<file path="src/rtl/pc_seq_pkg.sv">
// Shared definitions for the program-counter sequencer and its jump-condition decoder.
// State encodings double as the debug value driven on the sequencer's state port.
package pc_seq_pkg;

    localparam int DEFAULT_WIDTH = 16;

    typedef enum logic [1:0] {
        ST_IDLE  = 2'd0,
        ST_FETCH = 2'd1,
        ST_EXEC  = 2'd2,
        ST_HALT  = 2'd3
    } seq_state_t;

    // Instruction bit positions: C-instruction flag and the three jump bits.
    localparam int C_BIT = 15;
    localparam int J2    = 2;
    localparam int J1    = 1;
    localparam int J0    = 0;

endpackage

</file>
<file path="src/rtl/pc_sequencer_jump_cond.sv">
// Jump condition decoder: combines the three jump bits with the ALU zero/negative flags.
// Purely combinational so the CPU decode logic can share it.
module jump_cond
    import pc_seq_pkg::*;
(
    input  logic [2:0] j,
    input  logic       zr,
    input  logic       ng,
    output logic       cond
);

    logic pos;

    assign pos  = ~zr & ~ng;
    assign cond = (j[J2] & ng) | (j[J1] & zr) | (j[J0] & pos);

endmodule

</file>
<file path="src/rtl/pc_sequencer.sv">
// Fetch/execute sequencer driving the PC load/inc/reset controls and the instruction fetch handshake.
// Optional self-jump halt detection is enabled by defining PC_SEQ_HALT_DETECT_EN.
module pc_sequencer
    import pc_seq_pkg::*;
#(
    parameter int WIDTH = DEFAULT_WIDTH
) (
    input  logic             clk,
    input  logic             reset,
    input  logic             run,
    input  logic [WIDTH-1:0] instr,
    input  logic             imem_ack,
    input  logic [WIDTH-1:0] pc_out,
    input  logic [WIDTH-1:0] a_reg,
    input  logic             zr,
    input  logic             ng,
    output logic             imem_req,
    output logic [WIDTH-1:0] ir,
    output logic             exec_en,
    output logic [WIDTH-1:0] pc_in,
    output logic             pc_load,
    output logic             pc_inc,
    output logic             pc_reset,
    output logic             halted,
    output logic [1:0]       state
);

    seq_state_t       state_reg;
    logic [WIDTH-1:0] ir_reg;
    logic             cond;
    logic             take;
    logic             self_jump;

    jump_cond u_jump_cond (
        .j    (ir_reg[J2:J0]),
        .zr   (zr),
        .ng   (ng),
        .cond (cond)
    );

    // A-instructions (C bit clear) never jump regardless of their low bits.
    assign take = ir_reg[C_BIT] & cond;

`ifdef PC_SEQ_HALT_DETECT_EN
    assign self_jump = take & (a_reg == pc_out);
    assign halted    = (state_reg == ST_HALT);
`else
    logic unused_pc_out;

    assign self_jump     = 1'b0;
    assign halted        = 1'b0;
    assign unused_pc_out = ^pc_out;
`endif

    // Reset is asynchronous so an in-flight fetch is abandoned without waiting for an edge.
    always_ff @(posedge clk or posedge reset) begin
        if (reset) begin
            state_reg <= ST_IDLE;
            ir_reg    <= '0;
        end else begin
            case (state_reg)
                ST_IDLE: begin
                    if (run) begin
                        state_reg <= ST_FETCH;
                    end
                end
                ST_FETCH: begin
                    if (imem_ack) begin
                        ir_reg    <= instr;
                        state_reg <= ST_EXEC;
                    end
                end
                ST_EXEC: begin
                    state_reg <= self_jump ? ST_HALT : ST_FETCH;
                end
                ST_HALT: begin
                    if (!run) begin
                        state_reg <= ST_IDLE;
                    end
                end
                default: begin
                    state_reg <= ST_IDLE;
                end
            endcase
        end
    end

    // Controls decode straight from state so the PC sees them in the same cycle.
    always_comb begin
        imem_req = 1'b0;
        exec_en  = 1'b0;
        pc_load  = 1'b0;
        pc_inc   = 1'b0;
        pc_reset = 1'b0;
        case (state_reg)
            ST_IDLE: begin
                pc_reset = 1'b1;
            end
            ST_FETCH: begin
                imem_req = 1'b1;
            end
            ST_EXEC: begin
                exec_en = 1'b1;
                pc_load = take & ~self_jump;
                pc_inc  = ~take;
            end
            default: begin
            end
        endcase
    end

    assign ir    = ir_reg;
    assign pc_in = a_reg;
    assign state = state_reg;

endmodule

</file>
<file path="config.mk">
export PLATFORM = sky130hd
export DESIGN_NAME = pc_sequencer
export DESIGN_NICKNAME = d
export VERILOG_FILES = /design/src/rtl/pc_seq_pkg.sv /design/src/rtl/pc_sequencer_jump_cond.sv /design/src/rtl/pc_sequencer.sv
export SDC_FILE = /design/constraint.sdc
export NUM_CORES = 1
export LEC_CHECK = 0
export BUFFER_PORTS_ARGS = -buffer_cell sky130_fd_sc_hd__buf_4
export CORE_MARGIN = 3
export CORE_UTILIZATION = 32
export DETAILED_ROUTE_END_ITERATION = 8
export PLACE_DENSITY = 0.75
export SLEW_MARGIN = 25
export SYNTH_ARGS = -nofsm -noshare
export SYNTH_HDL_FRONTEND = slang
export SYNTH_SLANG_ARGS = --single-unit
</file>
<file path="constraint.sdc">
create_clock -name clk -period 1.2 [get_ports clk]
set_input_delay 0.06 -clock clk [delete_from_list [all_inputs] [get_ports clk]]
set_output_delay 0.06 -clock clk [all_outputs]
set_load 0.01 [all_outputs]
</file>
Yosys cells after proc, flatten, opt, wreduce, memory -nomap -nowiden
Cells that the tools add are included.
{ "op_classes": {"n_reduce_logical": 3, "muxes": 9, "bitwise": 10, "eq_ne": 6} }
{ "op_table": {"columns": ["operator", "n"], "rows": [
  ["$pmux W2 S4", 1],
  ["$mux W2", 3],
  ["$ne A2 B2 Y1 const B", 3],
  ["$and A1 B1 Y1", 5],
  ["$mux W1", 5],
  ["$eq A2 B2 Y1 const B", 2],
  ["$not A1 Y1", 3],
  ["$reduce_and A3 Y1", 1],
  ["$eq A2 B1 Y1 const B", 1],
  ["$logic_not A2 Y1", 1],
  ["$or A1 B1 Y1", 2],
  ["$reduce_and A2 Y1", 1]
]} }
{ "word_totals": {"ff_bits": 18, "output_inout_bits": 40, "in_bits": 54} }

Depth between registers and ports, before layout
Gate-level depths: netlist of run 1.
{ "depth": {"depth_word": 7, "mapped_depth": 4} }

Hierarchy
Synthesis of run 1 repeated with hierarchy kept, for this count alone.
{ "unflattened": {"hier_cells": 68, "area_unflattened_um2": 927.1} }
{ "modules_own_cells": {"columns": ["mod", "cells_each", "instances", "area_per_inst_um2"], "rows": [
  ["pc_sequencer", 66, 1, 909.6],
  ["jump_cond", 2, 1, 17.5]
]} }

Least setup slack after synthesis of run 1
OpenSTA, ideal clock, no wires.
{ "synth_timing": {"kind": "register to output", "startpoint": "reg ir_reg[2] (netlist: ir[2])", "endpoint": "out pc_inc", "slack_ns": -0.188, "stages_incl_launch_ff": 3, "arrival_time_ns": 1.328, "cell_sequence": "dfrtp_1 a22o_1 a2111oi_0"} }
{ "synth_via": {"elab_chain_len": 6} }
{ "synth_lines": {"columns": ["element", "line_no", "source"], "rows": [
  ["start, declared", "pc_sequencer.sv:29", "logic [WIDTH-1:0] ir_reg;"],
  ["start signal, assigned", "pc_sequencer.sv:69", "ir_reg <= instr;"],
  ["$and A1 B1 Y1", "pc_sequencer_jump_cond.sv:15", "assign cond = (j[J2] & ng) | (j[J1] & zr) | (j[J0] & pos);"],
  ["$or A1 B1 Y1 (2 in a row)", "pc_sequencer_jump_cond.sv:15", null],
  ["$and A1 B1 Y1", "pc_sequencer.sv:42", "assign take = ir_reg[C_BIT] & cond;"],
  ["$not A1 Y1", "pc_sequencer.sv:105", "pc_inc = ~take;"],
  ["$mux W1", "pc_sequencer.sv:95", "case (state_reg)"],
  ["end, declared", "pc_sequencer.sv:22", "output logic pc_inc,"]
]} }
Every way passes these cells.

Worst setup path after layout of run 1
Ends and elaborated chain as after synthesis.

==> impl_metrics.py, run 1 <==
metrics = {
    "sta": {
        "finalSetupViolCount": 15,
        "fin_ws_ns": -0.258,
        "finalHoldViolations": 0,
        "rsz0062_at_grt": "true",
        "fmax_mhz": 686,
        "fin_skew_ns": 0.00840,
        "period_needed_ns": 1.46,
        "slew_violations": 0,
        "fin_crit_sh": 1.22,
        "setup_tns_ns": -1.60,
    },
    "floorplan": {
        "start_util": 0.342,
        "die_x_um": 60.7,
        "num_rows": 19,
        "io_pins": 94,
        "core_area_um2": 2810,
        "dieArea_um2": 3690,
        "die_h_um": 60.7,
    },
    "critical_path": {
        "cp_top_family": "compound AO/OA/AOI/OAI gates",
        "cp_max_fo": 2,
        "path_buf_inv": 1,
        "r2r_setup_slack_ns": -0.11,
        "cp.depth": 3,
        "cp.arrival_ns": 1.40,
        "crit_start": "ir[2]$_DFFE_PP0P_",
        "crit_path_cell_trace": "a22o_1 -> a2111oi_2 -> buf_4",
        "timing.rr.start": "state[0]$_DFFE_PP0P_",
        "worstPathRequired_ns": 1.14,
        "rr_endpoint": "ir[15]$_DFFE_PP0P_",
        "worst_setup_path_end_kind": "primary output",
        "cp-endpoint": "pc_inc",
        "reg2regPathDepth": 5,
        "cpPeakStageDelay_ns": 0.39,
        "crit_path_top_delay_cell": "dfrtp_1",
        "criticalPathCategory": "reg2out",
        "start_kind": "flop",
    },
    "outcome": {
        "status": "finished with violations",
        "violations": "setup timing",
    },
    "hold_path": {
        "min_path_type": "in2reg",
        "min_from": "instr[9]",
    },
    "clock_tree": {
        "numCtsBuffers": 3,
        "htreeDepth": 1,
        "cts_tree": "yes",
        "clk_latency_ns": 0.29,
        "clk_pin_slew_ns": 0.10,
        "cts.root.buffer_cell": "clkbuf_4",
        "cts.sinks": 18,
        "cts.path.max_buffers": 2,
    },
    "synthesis": {
        "synth_cells": 72,
        "synth_cell_type_count": 19,
        "synth-seq-area-share": 0.470,
        "synthesis.area_um2": 958,
        "synth_warnings": 0,
        "syn_nets": 126,
        "ys_seq_elements": 18,
        "syn_area_per_cell_um2": 13.3,
    },
    "power_and_ir_drop": {
        "p_per_area_nw_per_um2": 2420,
        "ir_drop_v": 0.00114,
        "p_int_uw": 2720,
        "pwr-share-comb": 0.622,
        "seqPwrFrac": 0.285,
        "power_frac_clock": 0.093,
        "leakagePower_uw": 0.000859,
        "sw_frac_of_total": 0.314,
        "switchingPower_uw": 1250,
    },
    "routing": {
        "dr.pass1.iters": 4,
        "num_vias": 769,
        "routedWlPerCell_um": 15.0,
        "via_per_inst": 4.66,
        "drt-total-wl_um": 2480,
        "drt_iter0_drc": 18,
        "antenna_left": 0,
        "drc": 0,
    },
    "job": {
        "drv_cap": 0,
    },
    "global_route": {
        "antenna_found_initial": 0,
        "grt_pass1_wl_um": 3930,
        "grt_pass1_vias": 869,
        "grt_use_total": 0.145,
        "grt_overflow": 0,
        "grt_max_degree": 19,
    },
    "final_layout": {
        "drive_gt1_frac": 0.649,
        "post-route-util": 0.586,
        "antennaDiodeCount": 0,
        "largest_reg_flops": 16,
        "area_growth_pct": 71.4,
        "nets": 189,
        "stdcell_count": 165,
    },
    "place": {
        "placed_cells": 134,
        "numPortBuffers": 44,
        "dp_hpwl_um": 1460,
        "place_ws_ns": -0.0659,
        "place_congestion": 0.676,
    },
}
-- power groups by stage --
stage	sequential, uW	combinational, uW	clock (uW)
after CTS	1130	2380	372
after floorplan	1240	860	0
after global routing	1180	2650	397
after detailed placement	1120	1770	0
after global placement	1110	1720	0
final	1130	2470	369
-- worst min-delay path by stage --
stage	to	slack, ns	cells past startpoint
2_1_floorplan	ir[0]$_DFFE_PP0P_	-0.001	1
3_3_place_gp	ir[4]$_DFFE_PP0P_	0.09	3
3_5_place_dp	ir[7]$_DFFE_PP0P_	0.09	3
4_1_cts	ir[0]$_DFFE_PP0P_	0.004	2
5_1_grt	ir[9]$_DFFE_PP0P_	0.0004	2
6_report	ir[9]$_DFFE_PP0P_	0.01	2
-- final cells by class --
cell class / count / area (um^2)
repair buffers: 78 / 713
inverters: 2 / 7.51
clock buffers: 4 / 36.3
flip-flops and latches: 18 / 450
fillers: 231 / 1160
multi-input cells: 32 / 397
well taps: 31 / 38.8
-- timing repair --
| action | CTS | global route |
|---|---|---|
| buffers inserted | 10 | 1 |
| hold buffers | 13 | 3 |
| resized for setup | 15 | 9 |
| gates cloned | 1 | 0 |
| endpoints found under the setup margin | 22 | 22 |
| hold endpoints to repair | 30 | 3 |
| pin swaps | 3 | 0 |
-- metrics by stage --
step | area, um^2 | total power (uW) | hold WS [ns]
2_1_floorplan | 960 | 2100 | -0.00143
3_3_place_gp | 1230 | 2830 | 0.0941
3_5_place_dp | 1230 | 2890 | 0.0932
4_1_cts | 1600 | 3880 | 0.00359
5_1_grt | 1640 | 4220 | 0.000370
6_report | 1640 | 3970 | 0.0107
-- cells in the mapped netlist --
master / count / share of area
dfrtp_1: 18 / 0.47
buf_4: 17 / 0.13
mux2_4: 10 / 0.16
mux2_2: 6 / 0.070
nor2b_1: 5 / 0.033
buf_6: 2 / 0.023
inv_1: 2 / 0.0078
a2111oi_0: 1 / 0.0091
a22o_1: 1 / 0.0091
buf_2: 1 / 0.0052
conb_1: 1 / 0.0039
mux2i_1: 1 / 0.010
nand2_1: 1 / 0.0039
nand3b_4: 1 / 0.021
nor2_1: 1 / 0.0039
nor3b_1: 1 / 0.0078
nor4bb_1: 1 / 0.010
o211a_1: 1 / 0.010
o32a_1: 1 / 0.010
-- worst reg2reg max path: stages (launching register included) --
cell and delay (ns):
dfrtp_1 0.40, buf_6 0.12, nand3b_4 0.10, buf_12 0.15
buf_12 0.13, mux2_4 0.29
-- layout by cell type, fill, tap and decap left out --
cell type,Yosys,routed
buf_4,17,48
buf_6,2,10
buf_12,0,4
a22o_1,1,1
a2111oi_2,0,1
conb_1,1,1
o211a_1,1,1
dfrtp_1,18,18
mux2i_1,1,1
dlygate4sd3_1,0,16
nand3b_4,1,1
o32a_1,1,1
nand2_1,1,1
mux2_4,10,16
inv_1,2,2
nor3b_1,1,1
clkbuf_4,0,3
nor2_4,0,1
clkbuf_8,0,1
nor2b_1,5,3
nor2b_4,0,2
nor4bb_1,1,1
-- per-layer routing --
| metal | track usage | part of all wire | wire [um] | vias to the layer above |
|---|---|---|---|---|
| met5 | 0 | 0 | 0 | - |
| met4 | 0.0341 | 0.0073 | 18 | 0 |
| met3 | 0.0362 | 0.079 | 196 | 6 |
| met2 | 0.275 | 0.52 | 1290 | 44 |
| met1 | 0.160 | 0.39 | 966 | 370 |
| li1 | - | - | - | 349 |
-- cell families after synthesis --
kind of cell / count (synthesis) / share of synthesized area
buf+inv: 22 / 0.170
flops: 18 / 0.470
mux: 17 / 0.238
simple gates: 10 / 0.0796
compound gates: 4 / 0.0392
other cells: 1 / 0.00391
Note: power is estimated with default switching activity, not from simulation.
==> run 2: changes to the inputs <==
Settings changed: CORE_UTILIZATION 32 to 38, GPL_ROUTABILITY_DRIVEN set to 0, PLACE_DENSITY 0.75 to 0.84, SKIP_CTS_REPAIR_TIMING set to 1.
Clock period 1.2 ns to 1.7 ns, I/O delays scaled along.
==> impl_metrics.py, run 2 (synthesized netlist as in run 1, its figures left out) <==
metrics = {
    "final_layout": {
        "antennaDiodeCount": 0,
        "post-route-util": 0.545,
        "drive_gt1_frac": 0.635,
        "final_common_cell": "buf_4",
        "area_growth_pct": 30.5,
        "final_cell_mix": "buf_4, dfrtp_1, mux2_4, mux2_2, nor2b_1",
        "nets": 159,
        "largest_reg_flops": 16,
    },
    "clock_tree": {
        "cts_tree": "yes",
        "clk_latency_ns": 0.28,
        "clk_pin_slew_ns": 0.10,
        "numCtsBuffers": 3,
        "cts.root.buffer_cell": "clkbuf_4",
        "cts.path.max_buffers": 2,
        "cts.sinks": 18,
        "htreeDepth": 1,
    },
    "critical_path": {
        "cp_max_fo": 3,
        "timing.rr.start": "state[0]$_DFFE_PP0P_",
        "reg2regPathDepth": 2,
        "worst_setup_path_end_kind": "primary output",
        "start_kind": "flop",
        "cp.arrival_ns": 1.52,
        "r2r_setup_slack_ns": 0.31,
        "worstPathRequired_ns": 1.62,
        "crit_path_cell_trace": "a22o_1 -> a2111oi_2 -> buf_4",
        "criticalPathCategory": "reg2out",
        "crit_path_top_delay_cell": "dfrtp_1",
        "rr_endpoint": "ir[8]$_DFFE_PP0P_",
        "cpPeakStageDelay_ns": 0.41,
    },
    "sta": {
        "hold-worst-slack_ns": 0.0251,
        "finalHoldViolations": 0,
        "fin_skew_ns": 0.00264,
        "finalSetupViolCount": 0,
        "max_slew.worst_pin.slew_ns": 0.656,
        "slew_headroom": 0.562,
        "fmax_mhz": 624,
        "fin_crit_sh": 0.943,
        "slew_violations": 0,
        "period_needed_ns": 1.60,
    },
    "hold_path": {
        "min_path_type": "in2reg",
        "min_path_cells": 2,
        "hold_path_end": "ir[6]$_DFFE_PP0P_",
        "min_from": "instr[6]",
    },
    "floorplan": {
        "die_h_um": 56.2,
        "core_area_um2": 2300,
        "start_util": 0.417,
        "die_x_um": 56.2,
        "num_rows": 17,
        "dieArea_um2": 3160,
        "io_pins": 94,
    },
    "routing": {
        "drt-total-wl_um": 1930,
        "drt_iter0_drc": 30,
        "num_vias": 631,
        "dr.pass1.iters": 2,
        "routedWlPerCell_um": 14.6,
        "via_per_inst": 4.78,
        "drc": 0,
        "antenna_left": 0,
    },
    "global_route": {
        "grt_overflow": 0,
        "antenna_found_initial": 0,
        "grt_use_total": 0.125,
        "grt_pass1_vias": 634,
        "grt_max_degree": 19,
        "grt_pass1_wl_um": 3120,
    },
    "power_and_ir_drop": {
        "leakagePower_uw": 0.000651,
        "ir_drop_v": 0.000895,
        "p_per_area_nw_per_um2": 1750,
    },
    "outcome": {
        "status": "completed",
    },
    "place": {
        "numPortBuffers": 44,
        "dp_hpwl_um": 1460,
    },
    "job": {
        "drv_cap": 0,
    },
}
## run 2: cell types whose count changed in the layout (fill, tap and decap cells not counted), moves of 4 or more
cell	before	now
mux2_4	16	10
mux2_2	0	6
buf_12	4	0
buf_6	10	0
buf_4	48	44
dlygate4sd3_1	16	4
## run 2: power breakdown
part | internal, uW | total [uW] | switching, uW
Clock | 130 | 252 | 122
Combinational | 697 | 1100 | 400
Sequential | 645 | 836 | 191
## run 2: final cells by class
class / count / area (um^2)
Clock buffer: 4 / 36.3
Fill cell: 192 / 1050
Inverter: 2 / 7.51
Multi-Input combinational cell: 32 / 352
Sequential cell: 18 / 450
Tap cell: 28 / 35.0
Timing Repair Buffer: 48 / 370
## run 2: stage by stage
stage	setup TNS (ns)	setup slack, ns	power, uW	cell area, um^2	std cells
final	0	0.0970	2190	1250	132
after global routing	-0.0271	-0.0271	2340	1250	132
after CTS	0	0.0448	2190	1200	128
after detailed placement	0	0.338	1920	1170	124
after global placement	0	0.375	1880	1170	124
after floorplan	0	0.287	1480	958	72
## run 2: how the worst max path moves through the flow
stage	startpoint	to	slack [ns]
CTS	ir[2]$_DFFE_PP0P_	pc_inc	0.04
global route	ir[2]$_DFFE_PP0P_	pc_inc	-0.03
finish	ir[2]$_DFFE_PP0P_	pc_inc	0.1
global placement	state[1]$_DFFE_PP0P_	ir[9]$_DFFE_PP0P_	0.38
floorplan	ir[2]$_DFFE_PP0P_	pc_inc	0.29
detailed placement	state[1]$_DFFE_PP0P_	ir[14]$_DFFE_PP0P_	0.34
## run 2: routing by layer
metal  wire (um)  global-route usage
met5           0                   0
met4          13              0.0610
met3         203              0.0487
met2        1030               0.217
met1         689               0.131
## run 2: worst max-delay path, delay by kind of cell (launching register included)
kind,cells,cell delay [ns]
AO/OA/AOI/OAI,2,0.65
buffers and inverters,1,0.19
flip-flops,1,0.41
==> run 3: changes to the inputs <==
Settings changed: CELL_PAD_IN_SITES_DETAIL_PLACEMENT set to 1, CELL_PAD_IN_SITES_GLOBAL_PLACEMENT set to 1, CORE_UTILIZATION 38 to 26, PLACE_DENSITY 0.84 to unset, PLACE_DENSITY_LB_ADDON set to 0.1.
==> impl_metrics.py, run 3 (synthesized netlist as in run 1, its figures left out) <==
metrics = {
    "routing": {
        "num_vias": 619,
        "routedWlPerCell_um": 12.9,
        "dr.pass1.iters": 2,
        "antenna_left": 0,
        "drt_iter0_drc": 11,
        "m1WireLength_um": 813,
        "route.met2.wl_um": 811,
        "via_per_inst": 4.27,
        "top_layer_used": "met4",
        "drt-total-wl_um": 1870,
        "met3_length_um": 217,
        "drc": 0,
    },
    "sta": {
        "fin_crit_sh": 0.925,
        "rsz0062_at_grt": "false",
        "fmax_mhz": 636,
        "period_needed_ns": 1.57,
        "setup_tns_ns": 0,
        "slew_headroom": 0.545,
        "slew_violations": 0,
        "finalSetupViolCount": 0,
        "max_slew.worst_pin.slew_ns": 0.682,
        "hold-worst-slack_ns": -0.0507,
        "finalHoldViolations": 18,
        "fin_skew_ns": 0.00310,
    },
    "outcome": {
        "status": "finished with violations",
        "violations": "hold timing",
    },
    "critical_path": {
        "criticalPathCategory": "reg2out",
        "start_kind": "flop",
        "cp_max_fo": 3,
        "crit_path_top_delay_cell": "a2111oi_0",
        "cpPeakStageDelay_ns": 0.42,
        "cp.arrival_ns": 1.49,
        "worstPathRequired_ns": 1.62,
        "crit_path_cell_trace": "a22o_1 -> a2111oi_0 -> buf_4",
        "worst_setup_path_end_kind": "primary output",
    },
    "power_and_ir_drop": {
        "ir_drop_v": 0.000590,
        "leakagePower_uw": 0.000634,
        "p_per_area_nw_per_um2": 1770,
    },
    "final_layout": {
        "drive_gt1_frac": 0.646,
        "fillers": 388,
        "antennaDiodeCount": 0,
        "largest_reg_flops": 16,
        "final_common_cell": "buf_4",
        "final_cell_mix": "buf_4, dfrtp_1, mux2_4, mux2_2, nor2b_1",
        "post-route-util": 0.358,
        "area_growth_pct": 28.6,
        "nets": 155,
    },
    "clock_tree": {
        "cts.sinks": 18,
        "clk_latency_ns": 0.24,
        "cts.root.buffer_cell": "clkbuf_8",
        "cts.path.max_buffers": 2,
        "htreeDepth": 1,
        "clk_pin_slew_ns": 0.06,
        "numCtsBuffers": 3,
        "cts_tree": "yes",
    },
    "floorplan": {
        "num_rows": 21,
        "start_util": 0.278,
        "io_pins": 94,
        "core_area_um2": 3440,
        "dieArea_um2": 4450,
        "die_x_um": 66.7,
        "die_h_um": 66.7,
    },
    "global_route": {
        "grt_pass1_vias": 700,
        "grt_pass1_wl_um": 3090,
        "grt_overflow": 0,
        "grt_max_degree": 19,
        "antenna_found_initial": 0,
        "grt_use_total": 0.0896,
    },
    "hold_path": {
        "min_path_type": "in2async",
    },
    "place": {
        "numPortBuffers": 44,
    },
    "job": {
        "drv_cap": 0,
    },
}
==> run 3: cell count changes in the layout (fill, tap and decap cells not counted) <==
cell,change
dlygate4sd3_1,-4
a2111oi_0,+1
clkbuf_4,-3
a2111oi_2,-1
clkbuf_8,+2
==> run 3: power by group <==
| group | switching (uW) | internal [uW] |
|---|---|---|
| clock network | 121 | 157 |
| logic | 385 | 687 |
| registers | 183 | 648 |
==> run 3: per-stage QoR <==
stage / cell area [um^2] / power [uW] / setup WS, ns / std cells / hold slack (ns)
2_1_floorplan: 958 / 1480 / 0.287 / 72 / 0.0236
3_3_place_gp: 1190 / 1920 / 0.323 / 142 / 0.170
3_5_place_dp: 1190 / 1940 / 0.321 / 142 / 0.170
4_1_cts: 1230 / 2230 / 0.112 / 145 / -0.0214
5_1_grt: 1230 / 2350 / 0.0227 / 145 / 0.00999
6_report: 1230 / 2180 / 0.127 / 145 / -0.0507
==> run 3: cell type report <==
| class | instances | area, um^2 | share of cell area |
|---|---|---|---|
| timing repair buffer | 44 | 330 | 0.268 |
| sequential | 18 | 450 | 0.365 |
| tap | 46 | 57.6 | 0.0467 |
| multi-input combinational | 32 | 345 | 0.280 |
| clock buffer | 3 | 41.3 | 0.0335 |
| inverter | 2 | 7.51 | 0.00609 |
==> run 3: layer usage <==
layer  vias up  global-route usage
li1        278                   -
met1       296               0.112
met2        39               0.135
met3         6              0.0337
met4         0              0.0431
met5         -                   0
==> run 3: path summary, 6_finish.rpt <==
kind                       cells after the start            startpoint                 end  slack [ns]
max                                            3     ir[2]$_DFFE_PP0P_              pc_inc        0.13
min                                            2                 reset  ir[13]$_DFFE_PP0P_       -0.05
max reg2reg                                    2  state[1]$_DFFE_PP0P_  ir[12]$_DFFE_PP0P_        0.34
min reg2reg                                    1    ir[13]$_DFFE_PP0P_  ir[13]$_DFFE_PP0P_        0.51
max in group asynchronous                      2                 reset  ir[15]$_DFFE_PP0P_        1.32
min in group clk                               2              instr[8]   ir[8]$_DFFE_PP0P_        0.07
==> run 3: critical path: cells and delay by family, from the launching register on <==
| kind | cells | cell delay, ns |
|---|---|---|
| AOI/OAI and AO/OA | 2 | 0.65 |
| buffers and inverters | 1 | 0.20 |
| DFF | 1 | 0.40 |
